==> src/rtl/pe_row_sequencer.sv <==
// pe_row_sequencer: drives one PE through a single 1-D row convolution.
// A job loads W ifmap words and then S filter words from the input stream.
// It clears E = W-S+1 psum entries and runs E x S MAC taps with psum write-back.
// Each finished output is streamed downstream.
//
// Ports:
//   clk, rst                  clock, synchronous active-high reset
//   start, cfg_w, cfg_s       job request and row/filter lengths (sampled in IDLE)
//   in_valid/in_ready/in_data load stream (ifmap words, then filter words)
//   out_valid/out_ready/...   result stream
//   busy, done, cfg_err       status (done and cfg_err are one-cycle pulses)
//   pe_*                      PE control, address and scratchpad write ports
module pe_row_sequencer #(
   parameter int unsigned IF_DEPTH   = 12,
   parameter int unsigned PSUM_DEPTH = 24,
   parameter int unsigned DW         = 16
) (
   input  logic          clk,
   input  logic          rst,
   input  logic          start,
   input  logic [3:0]    cfg_w,
   input  logic [3:0]    cfg_s,
   input  logic          in_valid,
   output logic          in_ready,
   input  logic [DW-1:0] in_data,
   output logic          out_valid,
   input  logic          out_ready,
   output logic [DW-1:0] out_data,
   output logic          busy,
   output logic          done,
   output logic          cfg_err,
   output logic          pe_en,
   output logic [3:0]    pe_addr_ifmap,
   output logic [7:0]    pe_addr_filter,
   output logic [4:0]    pe_addr_psum,
   output logic          pe_wr_en_ifmap,
   output logic [DW-1:0] pe_input_ifmap,
   output logic          pe_wr_en_filter,
   output logic [DW-1:0] pe_input_filter,
   output logic          pe_wr_en_psum,
   output logic [DW-1:0] pe_input_psum,
   input  logic [DW-1:0] pe_output_psum
);

   typedef enum logic [2:0] {
      StIdle, StLoadIf, StLoadFlt, StClr, StMac, StWb, StDone
   } state_e;

   state_e     state_q, state_d;
   logic [3:0] w_q, w_d, s_q, s_d, e_len_q, e_len_d;
   logic [3:0] cnt_q, cnt_d, e_q, e_d, tap_q, tap_d;
   logic       cfg_err_q, cfg_err_d;
   logic       cfg_bad;

   always_ff @(posedge clk) begin
      if (rst) begin
         state_q   <= StIdle;
         w_q       <= '0;
         s_q       <= '0;
         e_len_q   <= '0;
         cnt_q     <= '0;
         e_q       <= '0;
         tap_q     <= '0;
         cfg_err_q <= 1'b0;
      end else begin
         state_q   <= state_d;
         w_q       <= w_d;
         s_q       <= s_d;
         e_len_q   <= e_len_d;
         cnt_q     <= cnt_d;
         e_q       <= e_d;
         tap_q     <= tap_d;
         cfg_err_q <= cfg_err_d;
      end
   end

   // E never exceeds W, so bounding W by the psum pad keeps every psum address in range.
   assign cfg_bad = (cfg_w == 4'd0) || (cfg_s == 4'd0) || (cfg_s > cfg_w) ||
                    (32'(cfg_w) > IF_DEPTH) || (32'(cfg_w) > PSUM_DEPTH);

   assign busy    = (state_q != StIdle);
   assign cfg_err = cfg_err_q;

   always_comb begin
      state_d         = state_q;
      w_d             = w_q;
      s_d             = s_q;
      e_len_d         = e_len_q;
      cnt_d           = cnt_q;
      e_d             = e_q;
      tap_d           = tap_q;
      cfg_err_d       = 1'b0;
      in_ready        = 1'b0;
      out_valid       = 1'b0;
      out_data        = '0;
      done            = 1'b0;
      pe_en           = 1'b0;
      pe_addr_ifmap   = '0;
      pe_addr_filter  = '0;
      pe_addr_psum    = '0;
      pe_wr_en_ifmap  = 1'b0;
      pe_input_ifmap  = '0;
      pe_wr_en_filter = 1'b0;
      pe_input_filter = '0;
      pe_wr_en_psum   = 1'b0;
      pe_input_psum   = '0;

      case (state_q)
         StIdle: begin
            if (start) begin
               if (cfg_bad) begin
                  cfg_err_d = 1'b1;
               end else begin
                  w_d     = cfg_w;
                  s_d     = cfg_s;
                  e_len_d = cfg_w - cfg_s + 4'd1;
                  cnt_d   = '0;
                  e_d     = '0;
                  tap_d   = '0;
                  state_d = StLoadIf;
               end
            end
         end
         StLoadIf: begin
            in_ready       = 1'b1;
            pe_wr_en_ifmap = in_valid;
            pe_addr_ifmap  = cnt_q;
            pe_input_ifmap = in_data;
            if (in_valid) begin
               if (cnt_q == w_q - 4'd1) begin
                  cnt_d   = '0;
                  state_d = StLoadFlt;
               end else begin
                  cnt_d = cnt_q + 4'd1;
               end
            end
         end
         StLoadFlt: begin
            in_ready        = 1'b1;
            pe_wr_en_filter = in_valid;
            pe_addr_filter  = {4'b0, cnt_q};
            pe_input_filter = in_data;
            if (in_valid) begin
               if (cnt_q == s_q - 4'd1) begin
                  cnt_d   = '0;
                  e_d     = '0;
                  state_d = StClr;
               end else begin
                  cnt_d = cnt_q + 4'd1;
               end
            end
         end
         StClr: begin
            pe_wr_en_psum = 1'b1;
            pe_addr_psum  = {1'b0, e_q};
            if (e_q == e_len_q - 4'd1) begin
               e_d     = '0;
               tap_d   = '0;
               state_d = StMac;
            end else begin
               e_d = e_q + 4'd1;
            end
         end
         StMac: begin
            pe_en          = 1'b1;
            pe_addr_ifmap  = e_q + tap_q;
            pe_addr_filter = {4'b0, tap_q};
            pe_addr_psum   = {1'b0, e_q};
            state_d        = StWb;
         end
         StWb: begin
            // The accumulator holds while pe_en is low, so a stalled WB rewrites the same value.
            pe_wr_en_psum = 1'b1;
            pe_addr_psum  = {1'b0, e_q};
            pe_input_psum = pe_output_psum;
            if (tap_q != s_q - 4'd1) begin
               tap_d   = tap_q + 4'd1;
               state_d = StMac;
            end else begin
               out_valid = 1'b1;
               out_data  = pe_output_psum;
               if (out_ready) begin
                  tap_d = '0;
                  if (e_q == e_len_q - 4'd1) begin
                     state_d = StDone;
                  end else begin
                     e_d     = e_q + 4'd1;
                     state_d = StMac;
                  end
               end
            end
         end
         StDone: begin
            done    = 1'b1;
            state_d = StIdle;
         end
         default: state_d = StIdle;
      endcase
   end

endmodule
==> config.mk <==
export PLATFORM = sky130hd
export DESIGN_NAME = pe_row_sequencer
export DESIGN_NICKNAME = d
export VERILOG_FILES = /design/src/rtl/pe_row_sequencer.sv
export SDC_FILE = /design/constraint.sdc
export NUM_CORES = 1
export LEC_CHECK = 0
export CAP_MARGIN = 20
export CORE_MARGIN = 2
export CORE_UTILIZATION = 37
export DETAILED_ROUTE_END_ITERATION = 8
export MAX_ROUTING_LAYER = met4
export PLACE_DENSITY = 0.77
export SLEW_MARGIN = 20
export SYNTH_ARGS = -nofsm -noshare
export SYNTH_HDL_FRONTEND = slang
export SYNTH_SLANG_ARGS = --single-unit
==> constraint.sdc <==
create_clock -name clk -period 2.1 [get_ports clk]
set_input_delay 0.42 -clock clk [delete_from_list [all_inputs] [get_ports clk]]
set_output_delay 0.42 -clock clk [all_outputs]
set_load 0.05 [all_outputs]
### After elaboration in Yosys (flattened, before gate mapping)

Index checks and enable logic that the tools add are counted.

| operators by class | value |
|---|---|
| $add $sub $neg | 9 |
| shift operators | 0 |
| muxes and demuxes | 46 |
| div/mod/pow operators | 0 |
| multipliers | 0 |
| order comparisons | 2 |
| reduce and logical (&&, ||, !) cells | 19 |
| bitwise operators | 3 |
| eq/ne operators | 21 |

Operator list:

| kind | number |
|---|---|
| 16-bit two-way mux | 5 |
| 4-bit two-way mux | 16 |
| 3-bit two-way mux | 9 |
| 4-bit case mux with 3 select lines | 2 |
| 2-bit != test, second input constant | 10 |
| 3-bit case mux with 6 select lines | 1 |
| 4-bit by 1-bit adder with 4-bit output, second input constant | 4 |
| 4-bit case mux with 2 select lines | 2 |
| 4-bit case mux with 4 select lines | 1 |
| 8-bit AND reduction | 2 |
| 4-bit equality test | 3 |
| 4-bit by 1-bit subtractor with 4-bit output, second input constant | 3 |
| 5-bit AND reduction | 2 |
| 3-bit equality test, second input constant | 3 |
| 1-bit two-way mux | 9 |
| 3-bit nonzero test | 3 |
| 4-bit zero test | 2 |
| 3-bit by 2-bit equality test with 1-bit output, second input constant | 2 |
| 3-bit OR reduction | 2 |
| 4-bit adder | 1 |
| 4-bit greater-than comparator | 1 |
| 4-bit greater-than comparator, second input constant | 1 |
| 4-bit != test | 1 |
| 4-bit nonzero test | 1 |
| other kinds (9) | 14 |

| word-level totals | value |
|---|---|
| output and inout port bits | 90 |
| register bits | 28 |
| bits in read-only memories | 0 |
| bits of input ports | 45 |
| RAM bits | 0 |
| memories kept | 0 |
| latch bits | 0 |

### Depth between registers and ports, before layout

| logic depth | value |
|---|---|
| word-level depth | 7 |
| mapped depth | 9 |
| mapped depth without buffers | 9 |

### Worst setup path after synthesis

Ideal clock, no wire load.

| timing path | value |
|---|---|
| kind | reg2out |
| from | register state_q[2] |
| to | output pe_addr_filter[0] |
| data required time | 1,680 ps |
| setup slack | -1,101 ps |
| stages on the path, launching flop included | 5 |
| buffers on the path | 1 |
| arrival | 2,781 ps |
| cell sequence | dfxtp_1 clkbuf_1 inv_1 nor3_1 a22o_1 |

| on the way | value |
|---|---|
| word-level cells in the longest chain between the ends | 2 |
| elaborated cells between the ends (all ways) | 3 |

Ends and longest elaborated chain:

| what | RTL line | RTL |
|---|---|---|
| start, declared | 49 | `state_e state_q, state_d;` |
| start signal, assigned | 57 | `state_q <= StIdle;` |
| start signal, assigned | 66 | `state_q <= state_d;` |
| 3-bit equality test / 3-bit by 2-bit equality test with 1-bit output (equally long branches) | 108 | `case (state_q)` |
| 4-bit case mux with 2 select lines (*) | 108 |  |
| end, declared | 34 | `output logic [7:0] pe_addr_filter,` |

Every way passes the cells marked *; elsewhere a longest branch is shown, timed or not.

### Worst setup path in the final report

| timing path | value |
|---|---|
| from | register s_q[3] |
| to | output out_data[6] |

| on the way | value |
|---|---|
| word-level cells in the longest chain between the ends | 4 |

Ends and longest elaborated chain:

| what | RTL line | RTL |
|---|---|---|
| start, declared | 50 | `logic [3:0] w_q, w_d, s_q, s_d, e_len_q, e_len_d;` |
| start signal, assigned | 59 | `s_q <= '0;` |
| start signal, assigned | 68 | `s_q <= s_d;` |
| 4-bit by 1-bit subtractor with 4-bit output | 176 | `if (tap_q != s_q - 4'd1) begin` |
| 4-bit != test | 176 |  |
| 16-bit two-way mux | 176 |  |
| 16-bit two-way mux | 108 |  |
| end, declared | 28 | `output logic [DW-1:0] out_data,` |

No other way between the ends.

==> qor.yml <==
run_status:
  status: "finished with violations"
  violations: "setup timing"
hold_path:
  hold_path_class: "input port to flop"
placement:
  gp_congestion: 0.938
  hpwl_um: 9240
  dp_cells: 613
  io_buffers: 129
  pre_cts_ws_ns: -0.636
finish:
  mostFrequentLayoutCells: "buf_12 (87), buf_4 (74), clkdlybuf4s50_1 (37), and2_4 (34), and3_1 (33)"
  fin_cells: 646
  multiInputGateArea_um2: 2510
  final_common_cell: "buf_12"
  n_antenna_cell: 0
  n_fill_cell: 338
  fin_nets: 612
  area_growth_pct: 130
  fin_util_pct: 86.7
  regArea_um2: 584
  drive_gt1_share_pct: 53.9
floorplan:
  rows: 31
  io_pins: 135
  die_w_um: 89.5
  fp.dieArea_um2: 8010
  start_util_pct: 37.7
  fp.dieH_um: 89.5
  fp.coreArea_um2: 7180
cts:
  cts_buffer_depth: 2
  path_clk_slew_ns: 0.10
  cts-root-buf: "clkbuf_8"
  cts.sinks: 28
  cts_made_buffers: 3
  clk_latency_ns: 0.29
  hold_buffers: 0
  cts_tree: "done"
  cts_max_level: 1
grt:
  grt_max_degree: 33
  antenna_found_initial: 0
  grt_overflow: 0
  grt_pass1_wl_um: 18100
  grtUsageTotal_pct: 30.4
  grt_pass1_vias: 3577
synth:
  synth_edf_count: 0
  synth_ff_type: "dfxtp_1"
  avgSynthCellArea_um2: 7.75
  ys_types: 54
  synth-seq-cells: 28
  synth_area_um2: 2710
  syn_inst: 349
  synthArstFlopShare_pct: 0
  ys_warn_count: 0
  seq_area_frac_synth_pct: 20.7
timing:
  final-max-slew-violation-count: 0
  fin_crit_sh_pct: 121
  hold_violations: 0
  timing.fmax_ghz: 0.395
  setup_viol: 52
  grt_setup_unrepaired: "yes"
  clock-skew-final_ns: 0.00957
  fin_tns_setup_ns: -9.56
  worst_slack_ns: -0.432
  final.min_clock_period_ns: 2.53
detailed_routing:
  drc: 0
  vias: 3765
  viasPerCell: 5.83
  wl_per_cell_um: 23.3
  wl_um: 15100
  first_iter_violations: 243
  first_pass_iters: 5
  drtAntennaViolNets: 0
flow_run:
  drv_cap: 0
critical_path:
  crit_fanout: 9
  start_kind: "flop"
  critPathKind: "flop to output pin"
  cp.required_ns: 1.68
  crit_arrival_ns: 2.11
  cp-end-kind: "output pin"
power:
  vdd_drop_max_mv: 0.452
  powerDensity_nw_per_um2: 938
  leakagePower_nw: 2.73
-- cell usage after synthesis (3+ instances only) --
master	number	share of area, %
and2_1	40	9.2
and3_1	33	7.6
dfxtp_1	28	21
inv_1	23	3.2
clkbuf_1	19	2.6
nor2_1	19	2.6
ha_1	17	7.9
xnor2_1	17	5.5
a21oi_1	14	2.6
nand2_1	14	1.9
mux2i_1	10	3.7
xor2_1	9	2.9
a22o_1	8	2.6
o21ai_0	7	1.3
nor2b_1	6	1.4
nor3_1	6	1.1
a211oi_1	5	1.4
buf_4	5	1.4
nor4_1	5	1.2
o31ai_1	5	1.4
a31oi_1	4	0.92
nand2b_1	4	0.92
nand3_1	4	0.74
a21o_1	3	0.83
buf_2	3	0.55
nand3b_1	3	0.83
-- cell families (layout without fill, tap and decap cells) --
logic type               after synthesis  in the layout  share of synthesized area (%)
other                                  1              5                          0.139
flip-flops                            28             28                           20.7
buffers and inverters                 50            244                           7.77
multiplexers                          10             10                           3.70
AND/OR/NAND/NOR                      145            145                           30.8
XOR/XNOR                              27             27                           9.25
AO/OA/AOI/OAI                         69             69                           18.3
adder cells (fa/ha/maj)               19             19                           9.34
-- final timing paths --
| path | endpoint | slack (ns) | startpoint | depth (start not counted) |
|---|---|---|---|---|
| max reg2reg | state_q[2]$_SDFFE_PP0P_ | -0.23 | s_q[3]$_SDFFE_PP0P_ | 10 |
| min | w_q[3]$_SDFFE_PP0P_ | 0.54 | cfg_w[3] | 4 |
| min reg2reg | e_len_q[3]$_SDFFE_PP0P_ | 0.54 | e_len_q[3]$_SDFFE_PP0P_ | 2 |
| max | out_data[6] | -0.43 | s_q[3]$_SDFFE_PP0P_ | 7 |
-- flip-flops by register name, indices dropped and copies added (netlist names) --
register  cells
cfg_err       1
cnt_q         4
e_len_q       4
e_q           4
s_q           4
state_q       3
tap_q         4
w_q           4
-- timing repair --
action / CTS / global route
cloned: 2 / 2
pin swaps: 12 / 26
endpoints found under the setup margin: 74 / 74
gates resized for setup: 61 / 82
buffers inserted: 10 / 15
-- stage by stage --
step           area [µm²]  hold slack (ns)  total power [W]
5_1_grt              6220            0.568          0.00602
4_1_cts              5790            0.539          0.00512
6_report             6220            0.538          0.00584
3_5_place_dp         5460            0.519          0.00456
2_1_floorplan        2890            0.482          0.00275
3_3_place_gp         5460            0.505          0.00445
-- per-layer routing --
layer  part of all wire (%)  up-vias  GRT usage, %  wire [µm]
met2                     52      249          57.9       7870
li1                       -     1619             -          -
met3                    7.5      102          4.89       1130
met1                     34     1795          30.4       5060
met4                    6.6        0          12.3        998
met5                      0        -             -          0
-- power by group --
group | switching [W] | internal [W] | total (W) | leakage (nW)
combinational | 0.00259 | 0.00222 | 0.00481 | 2.48
clock | 0.000184 | 0.000137 | 0.000321 | 0.0228
sequential | 0.000101 | 0.000611 | 0.000712 | 0.234
total | 0.00287 | 0.00297 | 0.00584 | 2.73
-- cell type report --
cell class                 instances  area share (%)
multi-input combinational        275            40.4
inverter                          23            1.43
sequential                        28            9.39
tap                               99            1.99
clock buffer                       4           0.724
timing repair buffer             217            46.0
-- worst max-delay path: stages, from the launching register on --
cell and delay, ns:
dfxtp_1 0.45, xor2_2 0.33, xnor2_4 0.16, nor4_4 0.28
buf_4 0.18, buf_8 0.13, and2_4 0.16, buf_12 0.13
(Power assumes the default switching activity.)
